==> config.mk <==
export PLATFORM = sky130hd
export DESIGN_NAME = div_unit_flat
export DESIGN_NICKNAME = d
export VERILOG_FILES = /design/src/rtl/div_unit_if.sv /design/src/rtl/div_unit.sv /design/src/flat_wrapper.sv
export SDC_FILE = /design/constraint.sdc
export NUM_CORES = 1
export LEC_CHECK = 0
export BUFFER_PORTS_ARGS = -buffer_cell sky130_fd_sc_hd__buf_4
export CAP_MARGIN = 15
export CORE_MARGIN = 3
export CORE_UTILIZATION = 30
export CTS_CLUSTER_DIAMETER = 60
export CTS_CLUSTER_SIZE = 40
export DETAILED_ROUTE_END_ITERATION = 12
export SLEW_MARGIN = 10
export SYNTH_ARGS = -nofsm -noshare
export SYNTH_HDL_FRONTEND = slang
export SYNTH_SLANG_ARGS = --single-unit
==> constraint.sdc <==
create_clock -name clk -period 6.8 [get_ports clk]
set_clock_uncertainty 0.1 [all_clocks]
set_input_delay 0.68 -clock clk [delete_from_list [all_inputs] [get_ports clk]]
set_output_delay 0.68 -clock clk [all_outputs]
set_load 0.01 [all_outputs]
==> src/rtl/div_unit_if.sv <==
// div_unit_if: request/response bundle between the EX stage and the divider.
//   master (EX side): drives start_i, signed_i, opdata1_i, opdata2_i, annul_i;
//                     receives result_o, ready_o, stop_o.
//   slave (divider):  the mirror image.
interface div_unit_if #(
  parameter int WIDTH = 32
);
  logic               start_i;
  logic               signed_i;
  logic [WIDTH-1:0]   opdata1_i;
  logic [WIDTH-1:0]   opdata2_i;
  logic               annul_i;
  logic [2*WIDTH-1:0] result_o;
  logic               ready_o;
  logic               stop_o;

  modport master (
    output start_i, signed_i, opdata1_i, opdata2_i, annul_i,
    input  result_o, ready_o, stop_o
  );

  modport slave (
    input  start_i, signed_i, opdata1_i, opdata2_i, annul_i,
    output result_o, ready_o, stop_o
  );
endinterface

==> src/rtl/div_unit.sv <==
// div_unit: multi-cycle radix-2 restoring divider for DIV/DIVU.
//   clk, rst       : clock and asynchronous active-high reset
//   bus (slave)    : start_i/signed_i/opdata1_i/opdata2_i request held by EX,
//                    annul_i flush, result_o = {remainder, quotient} valid
//                    while ready_o, stop_o = stall request to the controller.
// Signed operands are divided as magnitudes; the quotient takes the XOR of
// the operand signs and the remainder takes the dividend's sign.
module div_unit #(
  parameter int WIDTH = 32,
  parameter int CNT_W = 6
) (
  input  logic       clk,
  input  logic       rst,
  div_unit_if.slave  bus
);

  typedef enum logic [1:0] {
    IDLE   = 2'd0,
    BYZERO = 2'd1,
    ON     = 2'd2,
    DONE   = 2'd3
  } state_t;

  localparam logic [CNT_W-1:0] CNT_LAST = CNT_W'(WIDTH - 1);
  localparam logic [CNT_W-1:0] CNT_ONE  = CNT_W'(1'b1);

  state_t             state_r;
  logic [CNT_W-1:0]   cnt_r;
  logic [2*WIDTH:0]   rem_quo_r;   // {partial remainder, dividend/quotient}
  logic [WIDTH-1:0]   divisor_r;   // divisor magnitude
  logic               sign_q_r;
  logic               sign_r_r;
  logic [2*WIDTH-1:0] result_r;
  logic               ready_r;

  logic [WIDTH+1:0]   trial_s;
  logic [2*WIDTH:0]   step_s;

  // Conditional two's-complement negation (used for magnitude and sign fix-up).
  function automatic logic [WIDTH-1:0] neg_cond(input logic [WIDTH-1:0] v,
                                                input logic en);
    logic [WIDTH-1:0] r;
    if (en) begin
      r = ~v + WIDTH'(1'b1);
    end else begin
      r = v;
    end
    return r;
  endfunction

  // One restoring step: the shifted upper half minus the divisor.
  always_comb begin
    trial_s = rem_quo_r[2*WIDTH:WIDTH-1] - {2'b00, divisor_r};
    step_s  = {rem_quo_r[2*WIDTH-1:0], 1'b0};
    if (!trial_s[WIDTH+1]) begin
      step_s = {trial_s[WIDTH:0], rem_quo_r[WIDTH-2:0], 1'b1};
    end else begin
      step_s = {rem_quo_r[2*WIDTH-1:0], 1'b0};
    end
  end

  // Control FSM, datapath registers and registered outputs.
  always_ff @(posedge clk or posedge rst) begin
    if (rst) begin
      state_r   <= IDLE;
      cnt_r     <= {CNT_W{1'b0}};
      rem_quo_r <= {(2*WIDTH+1){1'b0}};
      divisor_r <= {WIDTH{1'b0}};
      sign_q_r  <= 1'b0;
      sign_r_r  <= 1'b0;
      result_r  <= {(2*WIDTH){1'b0}};
      ready_r   <= 1'b0;
    end else if (bus.annul_i) begin
      // A flush wins over everything, including a completion on this edge.
      state_r  <= IDLE;
      result_r <= {(2*WIDTH){1'b0}};
      ready_r  <= 1'b0;
    end else begin
      case (state_r)
        IDLE: begin
          if (bus.start_i) begin
            if (bus.opdata2_i == {WIDTH{1'b0}}) begin
              state_r <= BYZERO;
            end else begin
              rem_quo_r <= {{(WIDTH+1){1'b0}},
                            neg_cond(bus.opdata1_i, bus.signed_i & bus.opdata1_i[WIDTH-1])};
              divisor_r <= neg_cond(bus.opdata2_i, bus.signed_i & bus.opdata2_i[WIDTH-1]);
              sign_q_r  <= bus.signed_i & (bus.opdata1_i[WIDTH-1] ^ bus.opdata2_i[WIDTH-1]);
              sign_r_r  <= bus.signed_i & bus.opdata1_i[WIDTH-1];
              cnt_r     <= {CNT_W{1'b0}};
              state_r   <= ON;
            end
          end else begin
            state_r <= IDLE;
          end
        end
        BYZERO: begin
          state_r  <= DONE;
          result_r <= {(2*WIDTH){1'b0}};
          ready_r  <= 1'b1;
        end
        ON: begin
          rem_quo_r <= step_s;
          cnt_r     <= cnt_r + CNT_ONE;
          if (cnt_r == CNT_LAST) begin
            state_r  <= DONE;
            ready_r  <= 1'b1;
            result_r <= {neg_cond(step_s[2*WIDTH-1:WIDTH], sign_r_r),
                         neg_cond(step_s[WIDTH-1:0], sign_q_r)};
          end else begin
            state_r <= ON;
          end
        end
        DONE: begin
          // start_i still high means EX has not consumed the result yet.
          if (!bus.start_i) begin
            state_r  <= IDLE;
            result_r <= {(2*WIDTH){1'b0}};
            ready_r  <= 1'b0;
          end else begin
            state_r <= DONE;
          end
        end
        default: begin
          state_r  <= IDLE;
          result_r <= {(2*WIDTH){1'b0}};
          ready_r  <= 1'b0;
        end
      endcase
    end
  end

  assign bus.result_o = result_r;
  assign bus.ready_o  = ready_r;
  // Stall is gated by annul_i so a flush can always proceed.
  assign bus.stop_o   = bus.start_i & ~ready_r & ~bus.annul_i & ~rst;

endmodule

==> src/flat_wrapper.sv <==
// flat-port wrapper written by rule: the top's interface ports become plain ports
module div_unit_flat 
#(
  parameter int WIDTH = 32,
  parameter int CNT_W = 6
)
  (clk, rst, bus_start_i, bus_signed_i, bus_opdata1_i, bus_opdata2_i, bus_annul_i, bus_result_o, bus_ready_o, bus_stop_o);
  div_unit_if #(.WIDTH(WIDTH)) bus_i ();
  input  logic clk;
  input  logic rst;
  input wire logic [$bits(bus_i.start_i)-1:0] bus_start_i;
  input wire logic [$bits(bus_i.signed_i)-1:0] bus_signed_i;
  input wire logic [$bits(bus_i.opdata1_i)-1:0] bus_opdata1_i;
  input wire logic [$bits(bus_i.opdata2_i)-1:0] bus_opdata2_i;
  input wire logic [$bits(bus_i.annul_i)-1:0] bus_annul_i;
  output wire logic [$bits(bus_i.result_o)-1:0] bus_result_o;
  output wire logic [$bits(bus_i.ready_o)-1:0] bus_ready_o;
  output wire logic [$bits(bus_i.stop_o)-1:0] bus_stop_o;
  assign bus_i.start_i = bus_start_i;
  assign bus_i.signed_i = bus_signed_i;
  assign bus_i.opdata1_i = bus_opdata1_i;
  assign bus_i.opdata2_i = bus_opdata2_i;
  assign bus_i.annul_i = bus_annul_i;
  assign bus_result_o = bus_i.result_o;
  assign bus_ready_o = bus_i.ready_o;
  assign bus_stop_o = bus_i.stop_o;
  div_unit #(.WIDTH(WIDTH), .CNT_W(CNT_W)) u_core (.clk(clk), .rst(rst), .bus(bus_i));
endmodule
After elaboration in Yosys (flattened, before gate mapping)

Cells that the tools add are included.

Register bits after elaboration: 172
Bits of input ports: 69

Bitwise logic cells: 15
Reductions and logical operators: 7
Multiplexer cells: 25
Add/subtract/negate cells: 6
Eq/ne operators: 8

Operators with widths:

| cell                                                            | number |
|---|---|
| 65-bit two-way mux                                              | 3 |
| 64-bit two-way mux                                              | 3 |
| 64-bit case mux with 3 select lines                             | 1 |
| 65-bit case mux with 2 select lines                             | 1 |
| 32-bit by 1-bit adder with 32-bit output, second input constant | 4 |
| 32-bit two-way mux                                              | 4 |
| 32-bit inverter                                                 | 4 |
| 34-bit by 32-bit subtractor with 34-bit output                  | 1 |
| 32-bit logical NOT                                              | 1 |
| 6-bit two-way mux                                               | 2 |
| 6-bit case mux with 2 select lines                              | 1 |
| 2-bit two-way mux                                               | 4 |
| 2-bit case mux with 4 select lines                              | 1 |
| 4-bit AND reduction                                             | 2 |
| 6-bit by 1-bit adder with 6-bit output, second input constant   | 1 |
| 1-bit bitwise AND                                               | 6 |
| 6-bit by 5-bit == test with 1-bit output, second input constant | 1 |
| 2-bit == test, second input constant                            | 2 |
| 1-bit two-way mux                                               | 4 |
| 2-bit != test, second input constant                            | 2 |
| 1-bit inverter                                                  | 4 |
| 4-bit nonzero test                                              | 1 |
| 3-bit by 2-bit != test with 1-bit output, second input constant | 1 |
| 3-bit != test, second input constant                            | 1 |
| other kinds (6)                                                 | 6 |

Depth between registers and ports, before layout

Depth after elaboration: 8
Mapped depth: 25
Gate-level depth less buffers: 20

Least setup slack after synthesis

No wires, ideal clock.

Path type: register to register
From: register u_core.rem_quo_r[51]
To: register u_core.result_r[60] (netlist: u_core.bus.result_o[60])
Data required time: 6.569 ns
Stages on the path, launching flop included: 23
Arrival time: 4.784 ns
Clock period less this slack: 5.015 ns
Path buffers: 4
Slack: 1.785 ns
Setup time: 0.131 ns
Path through: dfrtp_1 ha_1 clkbuf_1 nand2_1 o211a_1 o21a_1 a31oi_2 o31a_1 nor2_4 inv_2 buf_2 buf_1 buf_2 o21ai_0 inv_1 ha_1 nand3b_1 or3_1 mux2_4 a211o_4 o41ai_2 xnor2_1 o21ai_1

Longest elaborated chain between the ends: 8

RTL lines:

| what                                           | line            | source |
|---|---|---|
| start: declaration                             | div_unit.sv:29  | `logic [2*WIDTH:0] rem_quo_r;` |
| start signal: assignment                       | div_unit.sv:67  | `rem_quo_r <= {(2*WIDTH+1){1'b0}};` |
| start signal: assignment                       | div_unit.sv:85  | `rem_quo_r <= {{(WIDTH+1){1'b0}},` |
| start signal: assignment                       | div_unit.sv:103 | `rem_quo_r <= step_s;` |
| 34-bit by 32-bit subtractor with 34-bit output | div_unit.sv:53  | `trial_s = rem_quo_r[2*WIDTH:WIDTH-1] - {2'b00, divisor_r};` |
| 65-bit two-way mux (*)                         | div_unit.sv:55  | `if (!trial_s[WIDTH+1]) begin` |
| 32-bit inverter                                | div_unit.sv:44  | `r = ~v + WIDTH'(1'b1);` |
| 32-bit by 1-bit adder with 32-bit output       | div_unit.sv:44  |  |
| 32-bit two-way mux (*)                         | div_unit.sv:43  | `if (en) begin` |
| 64-bit two-way mux (*)                         | div_unit.sv:105 | `if (cnt_r == CNT_LAST) begin` |
| 64-bit case mux with 3 select lines (*)        | div_unit.sv:79  | `case (state_r)` |
| 64-bit two-way mux (*)                         | div_unit.sv:73  | `end else if (bus.annul_i) begin` |
| end signal: assignment                         | div_unit.sv:71  | `result_r <= {(2*WIDTH){1'b0}};` |
| end signal: assignment                         | div_unit.sv:76  | `result_r <= {(2*WIDTH){1'b0}};` |
| end signal: assignment                         | div_unit.sv:108 | `result_r <= {neg_cond(step_s[2*WIDTH-1:WIDTH], sign_r_r),` |
| end: declaration                               | div_unit.sv:33  | `logic [2*WIDTH-1:0] result_r;` |

Every way passes the cells marked *; elsewhere a longest branch is shown, timed or not. The select of a mux whose other input is x is not followed.
A chain may end at the register's enable or synchronous reset.

Final worst setup path

From: register u_core.rem_quo_r[44]
To: register u_core.result_r[60] (netlist: u_core.bus.result_o[60])

Same word-level chain as after synthesis.

==> flow_summary.json <==
{
  "finalHoldViolations": 0,
  "slew-limit-headroom": 0.3169,
  "dieWidth_um": 205.4,
  "fin_cells": 2064,
  "placed_area_um2": 13360,
  "crit_required_ps": 7020,
  "drt-total-wl_um": 39520,
  "numCtsBuffers": 17,
  "synth_common_cells": "nand2_1, o21ai_0, dfrtp_1",
  "power_density_nw_per_um2": 431.3,
  "min_path_type": "input port to asynchronous set/reset pin",
  "cts_hold_repair.buffers": 0,
  "cp-end-kind": "register",
  "crit_type": "register to register",
  "ant_nets": 0,
  "ys.warnings.count": 0,
  "synth_xor_area_frac": 0.1035,
  "synth_compound_area_frac": 0.2485,
  "drive_gt1_frac": 0.1385,
  "switching_power_mw": 3.067,
  "synth_cell_types": 84,
  "cts_resized": 0,
  "io-pin-count": 135,
  "num_rows": 72,
  "crit_fanout": 39,
  "synth_top_area_cell": "dfrtp_1",
  "nets": 1639,
  "grtUsageMet3": 0.02943,
  "final_core_util": 0.3581,
  "muxShareOfSynthArea": 0.01385,
  "grt_pass1_wl_um": 61290,
  "dp_slack_ps": 1310,
  "synth_top_family_by_area": "compound AO/OA/AOI/OAI gates",
  "irDropWorstVdd_uv": 286.9,
  "cts_buffer_depth": 2,
  "async_flop_share": 1.000,
  "intPower_mw": 2.957,
  "outcome": "finished clean",
  "sequentialPowerShare": 0.236,
  "yosysMostFrequentCell": "nand2_1",
  "met2_usage": 0.2755,
  "grt_max_degree": 113,
  "finalSetupViolations": 0,
  "ys_seq_area_frac": 0.3608,
  "io_buffer_count": 134,
  "syn_area_per_cell_um2": 8.267,
  "tightest_slew_ps": 1025,
  "power_frac_comb": 0.607,
  "area_growth_pct": 17.09,
  "syn_nets": 1550,
  "r2r_start": "u_core.rem_quo_r[44]$_DFFE_PP0P_",
  "cts_tree": "built",
  "r2r_cells": 17,
  "worst_slack_ps": 1227,
  "r2r_setup_slack_ps": 1230,
  "cp-start-kind": "register",
  "drt-vias-per-instance": 5.373,
  "firstDrtPassIters": 6,
  "cap_violations": 0,
  "grt_use_met1": 0.2788,
  "root_buffer": "clkbuf_16",
  "clkPwrFrac": 0.157,
  "routabilityCongestion": 0.8925,
  "clkTransAtPathRegs_ps": 70,
  "routedWlPerCell_um": 19.15,
  "core_um2": 39010,
  "htree_levels": 4,
  "die_h_um": 205.4,
  "synth_edf_count": 0,
  "p_total_mw": 6.023,
  "p_sw_frac": 0.5092,
  "place_inst": 2029,
  "dieArea_um2": 42190,
  "synth_ff_type": "dfrtp_1",
  "leakage_nw": 6.019,
  "whs_ps": 192.5,
  "grt_setup_unrepaired": "no",
  "fin_area_um2": 13970,
  "place_hpwl_um": 29900,
  "num_vias": 11090,
  "start_util": 0.3058,
  "yosysTopAreaCellShare": 0.3608,
  "yosys_register_bits": 172,
  "overflow": 0,
  "slew_viol_final": 0,
  "cts_sinks": 172,
  "grt_most_used_layer": "met1",
  "grt_pass1_vias": 10320,
  "synthCells": 1443,
  "tns_ps": 0,
  "final.min_clock_period_ps": 5573,
  "grtUsageTotal": 0.1857,
  "synth_adder_area_share": 0.04049,
  "drc": 0,
  "worst_ep_arrival_time_ps": 5790,
  "antenna_found_initial": 0,
  "post_cts_buffers": 0,
  "drt_iter0_markers": 993,
  "fin_crit_sh": 0.8196,
  "r2r-end": "u_core.bus.result_o[60]$_DFFE_PP0P_",
  "clock_latency_ps": 440,
  "max_freq_ghz": 0.1794,
  "yosys-top-cells-area": "dfrtp_1, o21ai_0, nand2_1",
  "syn-cell-area_um2": 11930,
  "yosys.area_share.simple": 0.1881
}
==> critical path: stages (launching register included) <==
cell and delay [ps]:
dfrtp_1 470, ha_1 520, nand4_1 230, nor3_1 550, and4_1 300, o21a_2 200, o31a_1 330, nor2_4 70
buf_4 300, mux2i_1 330, ha_1 300, nand3b_1 120, or3_1 310, mux2_4 280, a211o_4 370, o41ai_2 390
xnor2_1 160, o21ai_1 70
==> layout make-up <==
type	instances	area (µm²)
fillers	4040	25040
multi-input cells	1137	7109
flip-flops and latches	172	4304
repair buffers	145	1121
well taps	518	648.1
clock buffers	19	442.9
inverters	59	226.5
clock inverters	13	112.6
diodes	1	2.502
==> power groups by stage <==
stage          logic, mW  clock network (mW)  registers [mW]
5_1_grt             4.00                1.01            1.45
6_report            3.65               0.946            1.42
3_3_place_gp        3.58                   0            1.42
4_1_cts             3.60               0.969            1.41
2_1_floorplan       2.65                   0            1.34
3_5_place_dp        3.58                   0            1.43
==> kinds of logic after synthesis <==
family                     after synthesis
AOI/OAI and AO/OA                      472
xor gates and xnor gates               141
adders and majority gates               38
buffers and inverters                  134
DFF                                    172
muxes                                   16
and+or+nand+nor                        470
==> placed cells by master (no fill, tap or decap), types with 6 or more instances in the layout <==
cell type	n
o41ai_1	13
clkbuf_16	17
dfrtp_1	172
buf_4	143
nand3_1	16
o21a_1	6
or2_2	7
a21oi_1	75
nor3_1	32
a22oi_1	33
nand2b_1	14
inv_1	57
xnor2_1	68
ha_1	37
o31ai_1	29
xor2_1	73
mux2i_1	15
nand4_1	13
a31oi_1	10
nor3b_1	7
nor2b_1	11
or4_1	8
a21o_1	12
nor2_1	79
o21ai_1	21
nor4_1	21
or3_1	9
a211oi_1	6
nand2_1	206
o21ai_0	198
and3_1	15
and2_1	9
==> worst max-delay path by stage <==
stage                                          start                                   to  depth (start not counted)
floorplan                                        rst       u_core.bus.ready_o$_DFFE_PP0P_                          1
global placement    u_core.rem_quo_r[44]$_DFFE_PP0P_  u_core.bus.result_o[62]$_DFFE_PP0P_                         17
detailed placement  u_core.rem_quo_r[44]$_DFFE_PP0P_  u_core.bus.result_o[60]$_DFFE_PP0P_                         17
CTS                 u_core.rem_quo_r[44]$_DFFE_PP0P_  u_core.bus.result_o[60]$_DFFE_PP0P_                         17
global route        u_core.rem_quo_r[44]$_DFFE_PP0P_  u_core.bus.result_o[60]$_DFFE_PP0P_                         17
finish              u_core.rem_quo_r[44]$_DFFE_PP0P_  u_core.bus.result_o[60]$_DFFE_PP0P_                         17
==> sequential cells by signal, summed over array words and instances (netlist names) <==
register	count
u_core.rem_quo_r	65
u_core.bus.result_o	64
u_core.cnt_r	6
u_core.state_r	2
u_core.divisor_r	32
u_core.bus.ready_o	1
u_core.sign_q_r	1
u_core.sign_r_r	1
==> routing by layer <==
layer	part of all wire	routed length, µm	vias up
li1	-	-	5359
met5	0	0	-
met1	0.48	19150	5354
met4	0.019	754	0
met3	0.063	2480	41
met2	0.43	17140	335
No activity file was read; power rests on OpenSTA's default activity.
